==> config.mk <==
export PLATFORM = sky130hd
export DESIGN_NAME = selectie_traseu_param_flat
export DESIGN_NICKNAME = d
export VERILOG_FILES = /design/src/rtl/selectie_traseu_param_if.sv /design/src/rtl/selectie_traseu_param.sv /design/src/flat_wrapper.sv
export SDC_FILE = /design/constraint.sdc
export NUM_CORES = 1
export LEC_CHECK = 0
export CAP_MARGIN = 20
export CORE_ASPECT_RATIO = 0.7
export CORE_MARGIN = 2
export CORE_UTILIZATION = 56
export CTS_CLUSTER_DIAMETER = 80
export DETAILED_ROUTE_END_ITERATION = 8
export GPL_TIMING_DRIVEN = 0
export PLACE_DENSITY = 0.76
export SLEW_MARGIN = 5
export SYNTH_ARGS = -nofsm -noshare
export SYNTH_HDL_FRONTEND = slang
export SYNTH_SLANG_ARGS = --single-unit
==> constraint.sdc <==
create_clock -name tact -period 3.1 [get_ports tact]
set_clock_uncertainty 0.15 [all_clocks]
set_input_delay 0.31 -clock tact [delete_from_list [all_inputs] [get_ports tact]]
set_output_delay 0.31 -clock tact [all_outputs]
set_load 0.01 [all_outputs]
==> src/rtl/selectie_traseu_param_if.sv <==
// Button inputs and track/countdown outputs of the track-selection block.
// Width of circuit and leds follows NUM_TRASEE.
interface selectie_traseu_param_if #(
    parameter int NUM_TRASEE = 3
);
    localparam int CW = $clog2(NUM_TRASEE + 1);

    logic                  buton_sel;
    logic                  buton_start;
    logic [CW-1:0]         circuit;
    logic [NUM_TRASEE-1:0] leds;
    logic                  numarare;
    logic [3:0]            secunde_ramase;
    logic                  miscare;

    modport master (
        output buton_sel, buton_start,
        input  circuit, leds, numarare, secunde_ramase, miscare
    );

    modport slave (
        input  buton_sel, buton_start,
        output circuit, leds, numarare, secunde_ramase, miscare
    );
endinterface

==> src/rtl/selectie_traseu_param.sv <==
// Track selection with debounced buttons, start countdown and movement command.
// Optional LED blink during the countdown: define SELECTIE_TRASEU_BLINK_EN.
module selectie_traseu_param #(
    parameter int NUM_TRASEE  = 3,
    parameter int SEC_CYC     = 50000000,
    parameter int START_S     = 5,
    parameter int LOCKOUT_CYC = 50000000
`ifdef SELECTIE_TRASEU_BLINK_EN
    , parameter int BLINK_CYC = 12500000
`endif
) (
    input logic                   tact,
    input logic                   reset_n,
    selectie_traseu_param_if.slave bus
);
    localparam int CW = $clog2(NUM_TRASEE + 1);
    localparam int LW = $clog2(LOCKOUT_CYC + 1);
    localparam int SW = $clog2(SEC_CYC + 1);

    typedef enum logic [1:0] {IDLE, SELECTAT, NUMARARE, MISCARE} state_t;

    state_t                state;
    logic [CW-1:0]         circuit;
    logic [NUM_TRASEE-1:0] leds;
    logic                  numarare;
    logic [3:0]            secunde_ramase;
    logic                  miscare;
    logic [SW-1:0]         sub_cnt;

    // Index 0 = select button, index 1 = start button.
    logic [1:0]    raw, ff1, ff2, prev, acc;
    logic [LW-1:0] lock_cnt [2];

`ifdef SELECTIE_TRASEU_BLINK_EN
    localparam int BW = $clog2(BLINK_CYC + 1);
    logic [BW-1:0] blink_cnt;
    logic          blink_on;
`endif

    function automatic logic [NUM_TRASEE-1:0] decode(input logic [CW-1:0] c);
        logic [NUM_TRASEE-1:0] d;
        d = '0;
        for (int k = 1; k <= NUM_TRASEE; k++)
            if (c == CW'(k)) d[k-1] = 1'b1;
        return d;
    endfunction

    assign raw = {bus.buton_start, bus.buton_sel};

    always_comb begin
        acc = '0;
        for (int i = 0; i < 2; i++)
            acc[i] = ff2[i] & ~prev[i] & (lock_cnt[i] == '0);
    end

    // NOTE: state registers use non-blocking assignments so every register samples pre-edge values.
    always_ff @(posedge tact or negedge reset_n) begin
        if (!reset_n) begin
            ff1  <= '0;
            ff2  <= '0;
            prev <= '0;
            for (int i = 0; i < 2; i++) lock_cnt[i] <= '0;
        end else begin
            ff1  <= raw;
            ff2  <= ff1;
            prev <= ff2;
            for (int i = 0; i < 2; i++) begin
                if (acc[i])
                    lock_cnt[i] <= LW'(LOCKOUT_CYC - 1);
                else if (lock_cnt[i] != '0)
                    lock_cnt[i] <= lock_cnt[i] - LW'(1);
            end
        end
    end

    always_ff @(posedge tact or negedge reset_n) begin
        if (!reset_n) begin
            state          <= IDLE;
            circuit        <= '0;
            leds           <= '0;
            numarare       <= 1'b0;
            secunde_ramase <= '0;
            miscare        <= 1'b0;
            sub_cnt        <= '0;
`ifdef SELECTIE_TRASEU_BLINK_EN
            blink_cnt      <= '0;
            blink_on       <= 1'b0;
`endif
        end else begin
            case (state)
                IDLE: begin
                    if (acc[0]) begin
                        circuit <= CW'(1);
                        leds    <= decode(CW'(1));
                        state   <= SELECTAT;
                    end
                end
                SELECTAT: begin
                    // Start wins over a simultaneous select, which is then dropped.
                    if (acc[1]) begin
                        if (circuit != '0) begin
                            state          <= NUMARARE;
                            numarare       <= 1'b1;
                            secunde_ramase <= 4'(START_S);
                            sub_cnt        <= '0;
`ifdef SELECTIE_TRASEU_BLINK_EN
                            blink_cnt      <= '0;
                            blink_on       <= 1'b1;
`endif
                        end
                    end else if (acc[0]) begin
                        if (circuit == CW'(NUM_TRASEE)) begin
                            circuit <= '0;
                            leds    <= '0;
                            state   <= IDLE;
                        end else begin
                            circuit <= circuit + CW'(1);
                            leds    <= decode(circuit + CW'(1));
                        end
                    end
                end
                NUMARARE: begin
                    if (acc[0] || acc[1]) begin
                        state          <= SELECTAT;
                        numarare       <= 1'b0;
                        secunde_ramase <= '0;
                        sub_cnt        <= '0;
                        leds           <= decode(circuit);
`ifdef SELECTIE_TRASEU_BLINK_EN
                        blink_cnt      <= '0;
                        blink_on       <= 1'b0;
`endif
                    end else begin
`ifdef SELECTIE_TRASEU_BLINK_EN
                        if (blink_cnt == BW'(BLINK_CYC - 1)) begin
                            blink_cnt <= '0;
                            blink_on  <= ~blink_on;
                            leds      <= blink_on ? '0 : decode(circuit);
                        end else begin
                            blink_cnt <= blink_cnt + BW'(1);
                        end
`endif
                        if (sub_cnt == SW'(SEC_CYC - 1)) begin
                            sub_cnt        <= '0;
                            secunde_ramase <= secunde_ramase - 4'd1;
                            if (secunde_ramase == 4'd1) begin
                                state    <= MISCARE;
                                miscare  <= 1'b1;
                                numarare <= 1'b0;
                                leds     <= decode(circuit);
`ifdef SELECTIE_TRASEU_BLINK_EN
                                blink_cnt <= '0;
                                blink_on  <= 1'b0;
`endif
                            end
                        end else begin
                            sub_cnt <= sub_cnt + SW'(1);
                        end
                    end
                end
                MISCARE: begin
                    if (acc[1]) begin
                        state   <= SELECTAT;
                        miscare <= 1'b0;
                    end
                end
                default: state <= IDLE;
            endcase
        end
    end

    assign bus.circuit        = circuit;
    assign bus.leds           = leds;
    assign bus.numarare       = numarare;
    assign bus.secunde_ramase = secunde_ramase;
    assign bus.miscare        = miscare;
endmodule

==> src/flat_wrapper.sv <==
// flat-port wrapper written by rule: the top's interface ports become plain ports
module selectie_traseu_param_flat 
#(
    parameter int NUM_TRASEE  = 3,
    parameter int SEC_CYC     = 50000000,
    parameter int START_S     = 5,
    parameter int LOCKOUT_CYC = 50000000

)
  (tact, reset_n, bus_buton_sel, bus_buton_start, bus_circuit, bus_leds, bus_numarare, bus_secunde_ramase, bus_miscare);
  selectie_traseu_param_if #(.NUM_TRASEE(NUM_TRASEE)) bus_i ();
  input logic tact;
  input logic reset_n;
  input wire logic [$bits(bus_i.buton_sel)-1:0] bus_buton_sel;
  input wire logic [$bits(bus_i.buton_start)-1:0] bus_buton_start;
  output wire logic [$bits(bus_i.circuit)-1:0] bus_circuit;
  output wire logic [$bits(bus_i.leds)-1:0] bus_leds;
  output wire logic [$bits(bus_i.numarare)-1:0] bus_numarare;
  output wire logic [$bits(bus_i.secunde_ramase)-1:0] bus_secunde_ramase;
  output wire logic [$bits(bus_i.miscare)-1:0] bus_miscare;
  assign bus_i.buton_sel = bus_buton_sel;
  assign bus_i.buton_start = bus_buton_start;
  assign bus_circuit = bus_i.circuit;
  assign bus_leds = bus_i.leds;
  assign bus_numarare = bus_i.numarare;
  assign bus_secunde_ramase = bus_i.secunde_ramase;
  assign bus_miscare = bus_i.miscare;
  selectie_traseu_param #(.NUM_TRASEE(NUM_TRASEE), .SEC_CYC(SEC_CYC), .START_S(START_S), .LOCKOUT_CYC(LOCKOUT_CYC)) u_core (.tact(tact), .reset_n(reset_n), .bus(bus_i));
endmodule
==> impl_metrics.tcl <==
set metrics [dict create \
    insertion_delay_ns 0.35 \
    hold_violations 0 \
    setup_tns_ns 0 \
    status "finished clean" \
    final_core_util_pct 67.34 \
    die-area_sq_mm 0.009954 \
    synthCells 539 \
    dr_wl_met3_mm 1.021 \
    avgViaCountPerCell 6.243 \
    row_count 29 \
    crit_path_end_kind "flop" \
    hold_depth 0 \
    routed_wl_mm 12.45 \
    grt_pass1_wl_mm 20.71 \
    swShare_pct 32.89 \
    layout_common_cells "97 x dfrtp_1, 41 x nor3_1, 41 x o21ai_0" \
    relSlewSlack_pct 51.61 \
    slowest_delay_ns 0.55 \
    cts_sinks 97 \
    syn_area_sq_mm 0.005130 \
    core_area_sq_mm 0.008999 \
    critPathRequiredTime_ns 3.19 \
    wl_per_cell_um 17.62 \
    die_h_um 84.08 \
    arrival_ns 3.18 \
    min_period_ns 3.093 \
    cts_max_path_buffers 2 \
    fmax_mhz 323.3 \
    grt-ovfl-total 0 \
    antenna_found_initial 0 \
    ff2ff_setup_slack_ns 0.007 \
    crit_chain "or4_4 > or4_4 > or4_4 > a21o_1 > a211oi_4 > mux2_4" \
    drive_gt1_share_pct 11.32 \
    finalMaxSlewViolations 0 \
    min_to "u_core.ff2[1]$_DFF_PN0_" \
    worst_pin_slew_ns 0.7203 \
    synth_area_leader_cell "dfrtp_1" \
    num_vias 4414 \
    reg2reg_from "u_core.lock_cnt[39]$_DFFE_PN0P_" \
    r2r_end "u_core.bus.leds[1]$_DFFE_PN0P_" \
    crit_fanout 5 \
    hold_path.class "reg2reg" \
    first_iter_violations 378 \
    switchingPower_mw 1.367 \
    vdd_drop_max_uv 382.3 \
    first_pass_iters 5 \
    ys_ff_latch 97 \
    area_growth_pct 18.12 \
    yosysWarnings 0 \
    synth_edf_count 0 \
    antennaDiodeCount 0 \
    crit_type "reg2reg" \
    hold_start "u_core.ff1[1]$_DFF_PN0_" \
    h-tree-depth 3 \
    post-route-period-util_pct 99.77 \
    final_common_cell "dfrtp_1" \
    slowest_stage "or4_4" \
    start_util_pct 57.01 \
    powerDensity_mw_per_mm2 685.9 \
    pin_count 15 \
    die_x_um 118.4 \
    synth_top_area_share_pct 47.32 \
    rsz0062_at_grt "yes" \
    grt_max_degree 66 \
    p_leak_nw 2.457 \
    seqPwrFrac_pct 43.0 \
    dr_wl_met2_mm 5.514 \
    ys_top_cells_by_area "dfrtp_1 47%, o21ai_0 4.2%, nor3_1 4.0%" \
    ant_nets 0 \
    place_congestion 0.8873 \
    clk_pin_slew_ns 0.07 \
    tritoncts "built" \
    met1_length_mm 5.753 \
    seq_area_frac_synth_pct 47.32 \
    p_clk_share_pct 31.8 \
    p_total_mw 4.156 \
    synth_top_flop_cell "dfrtp_1" \
    critPathMostFrequentCell "or4_4" \
    drv_cap 0 \
    hpwlAfterDp_mm 8.188 \
    cts_buffers 9 \
    ys_types 51 \
    startpoint_type "flop" \
    setup_viol 0 \
    cts.root.buffer_cell "clkbuf_16" \
    syn_nets 558 \
    power.internal_mw 2.789 \
    grt_pass1_vias 4215 \
    p_comb_share_pct 25.2 \
    grtUsageTotal_pct 25.87 \
    top_layer_used "met4" \
    finalNetCount 597 \
    place_worst_setup_slack_ns -0.4702 \
    fin_ws_ns 0.007143 \
    reg2regPathDepth 6 \
    async_flop_share_pct 100.0 \
    io_buffers 14 \
    syn-mean-instance-area_sq_um 9.517 \
    route.detailed.drc 0 \
]
## metal layers
metal | track usage (%) | vias up
li1 | - | 2083
met1 | 37.61 | 2126
met2 | 38.15 | 186
met3 | 6.831 | 19
met4 | 7.792 | 0
met5 | 0 | -
## cells by family (layout without fill, tap and decap cells)
kind of cell,count (synthesis),in the layout,synth area share (%)
adders and majority gates,15,15,3.659
DFF,97,97,47.32
xor gates and xnor gates,23,23,3.927
muxes,17,17,3.512
AOI/OAI and AO/OA,112,112,13.68
buffers and inverters,47,91,3.634
and+or+nand+nor,228,228,24.27
## sequential cells by signal, summed over array words and instances, names as in the netlist
name,count
u_core.bus.circuit,2
u_core.bus.leds,3
u_core.bus.miscare,1
u_core.bus.numarare,1
u_core.bus.secunde_ramase,4
u_core.ff1,2
u_core.ff2,2
u_core.lock_cnt,52
u_core.prev,2
u_core.state,2
u_core.sub_cnt,26
## cells in the mapped netlist (all sizes together) (2+ instances only)
cell     n
nand2b   7
nor2    35
or3     10
a22oi    3
or4     17
buf      4
o41ai    4
a31oi    7
a22o     4
o21ai   43
and3     8
nand4   11
inv     26
clkbuf  17
o311ai   2
nand3   27
mux2i   15
nand2   26
mux2     2
xnor2   12
xor2    11
a21oi   24
and2     2
nor2b    7
ha      15
nor4    23
nor3b    5
or2      2
nor3    41
dfrtp   97
a211oi   9
o31ai    8
and4     3
## cell type report
class | instances | area (sq um)
fillers | 710 | 2939
multi-input cells | 395 | 2653
flip-flops and latches | 97 | 2427
repair buffers | 31 | 287.8
clock buffers | 12 | 256.5
well taps | 124 | 155.1
clock inverters | 4 | 98.84
inverters | 26 | 97.59
plain buffers | 18 | 83.83
## critical path, delay by kind of cell (launching register included)
kind	cells	cell delay (ns)
AOI/OAI and AO/OA	2	0.54
DFF	1	0.43
muxes	1	0.33
and+or+nand+nor	3	1.52
## timing repair
| item | 4_1_cts | 5_1_grt |
|---|---|---|
| pin swaps | 7 | 9 |
| cloned | 0 | 0 |
| hold buffers | 1 | 0 |
| setup endpoints to repair | 55 | 47 |
| hold endpoints to repair | 32 | 0 |
| resized for setup | 16 | 23 |
| setup buffers | 12 | 3 |
## worst max path at each step
stage / cells past startpoint / endpoint / start / slack, ns
finish: 6 / u_core.bus.leds[1]$_DFFE_PN0P_ / u_core.lock_cnt[39]$_DFFE_PN0P_ / 0.007
global route: 6 / u_core.bus.leds[2]$_DFFE_PN0P_ / u_core.lock_cnt[41]$_DFFE_PN0P_ / -0.02
CTS: 6 / u_core.bus.leds[1]$_DFFE_PN0P_ / u_core.lock_cnt[38]$_DFFE_PN0P_ / 0.005
detailed placement: 8 / u_core.state[0]$_DFFE_PN0P_ / u_core.lock_cnt[38]$_DFFE_PN0P_ / -0.47
global placement: 1 / u_core.ff1[1]$_DFF_PN0_ / reset_n / -2.03
floorplan: 8 / u_core.bus.leds[1]$_DFFE_PN0P_ / u_core.lock_cnt[38]$_DFFE_PN0P_ / -0.04
## per-stage QoR
| step | hold slack (ns) | std cells | cell area (sq um) |
|---|---|---|---|
| 2_1_floorplan | -0.1356 | 539 | 5136 |
| 6_report | 0.2022 | 707 | 6060 |
| 4_1_cts | 0.2053 | 705 | 5968 |
| 3_3_place_gp | 0.1840 | 677 | 5431 |
| 3_5_place_dp | 0.1408 | 678 | 5456 |
| 5_1_grt | 0.2062 | 707 | 6060 |
## power by group through the flow
stage | combinational, mW | sequential [mW] | clock, mW
after CTS | 0.987 | 1.76 | 1.33
final | 1.05 | 1.79 | 1.32
after global placement | 0.873 | 1.75 | 0
after detailed placement | 0.921 | 1.76 | 0
after floorplan | 0.633 | 1.72 | 0
after global routing | 1.14 | 1.82 | 1.39
(Power assumes the default switching activity.)
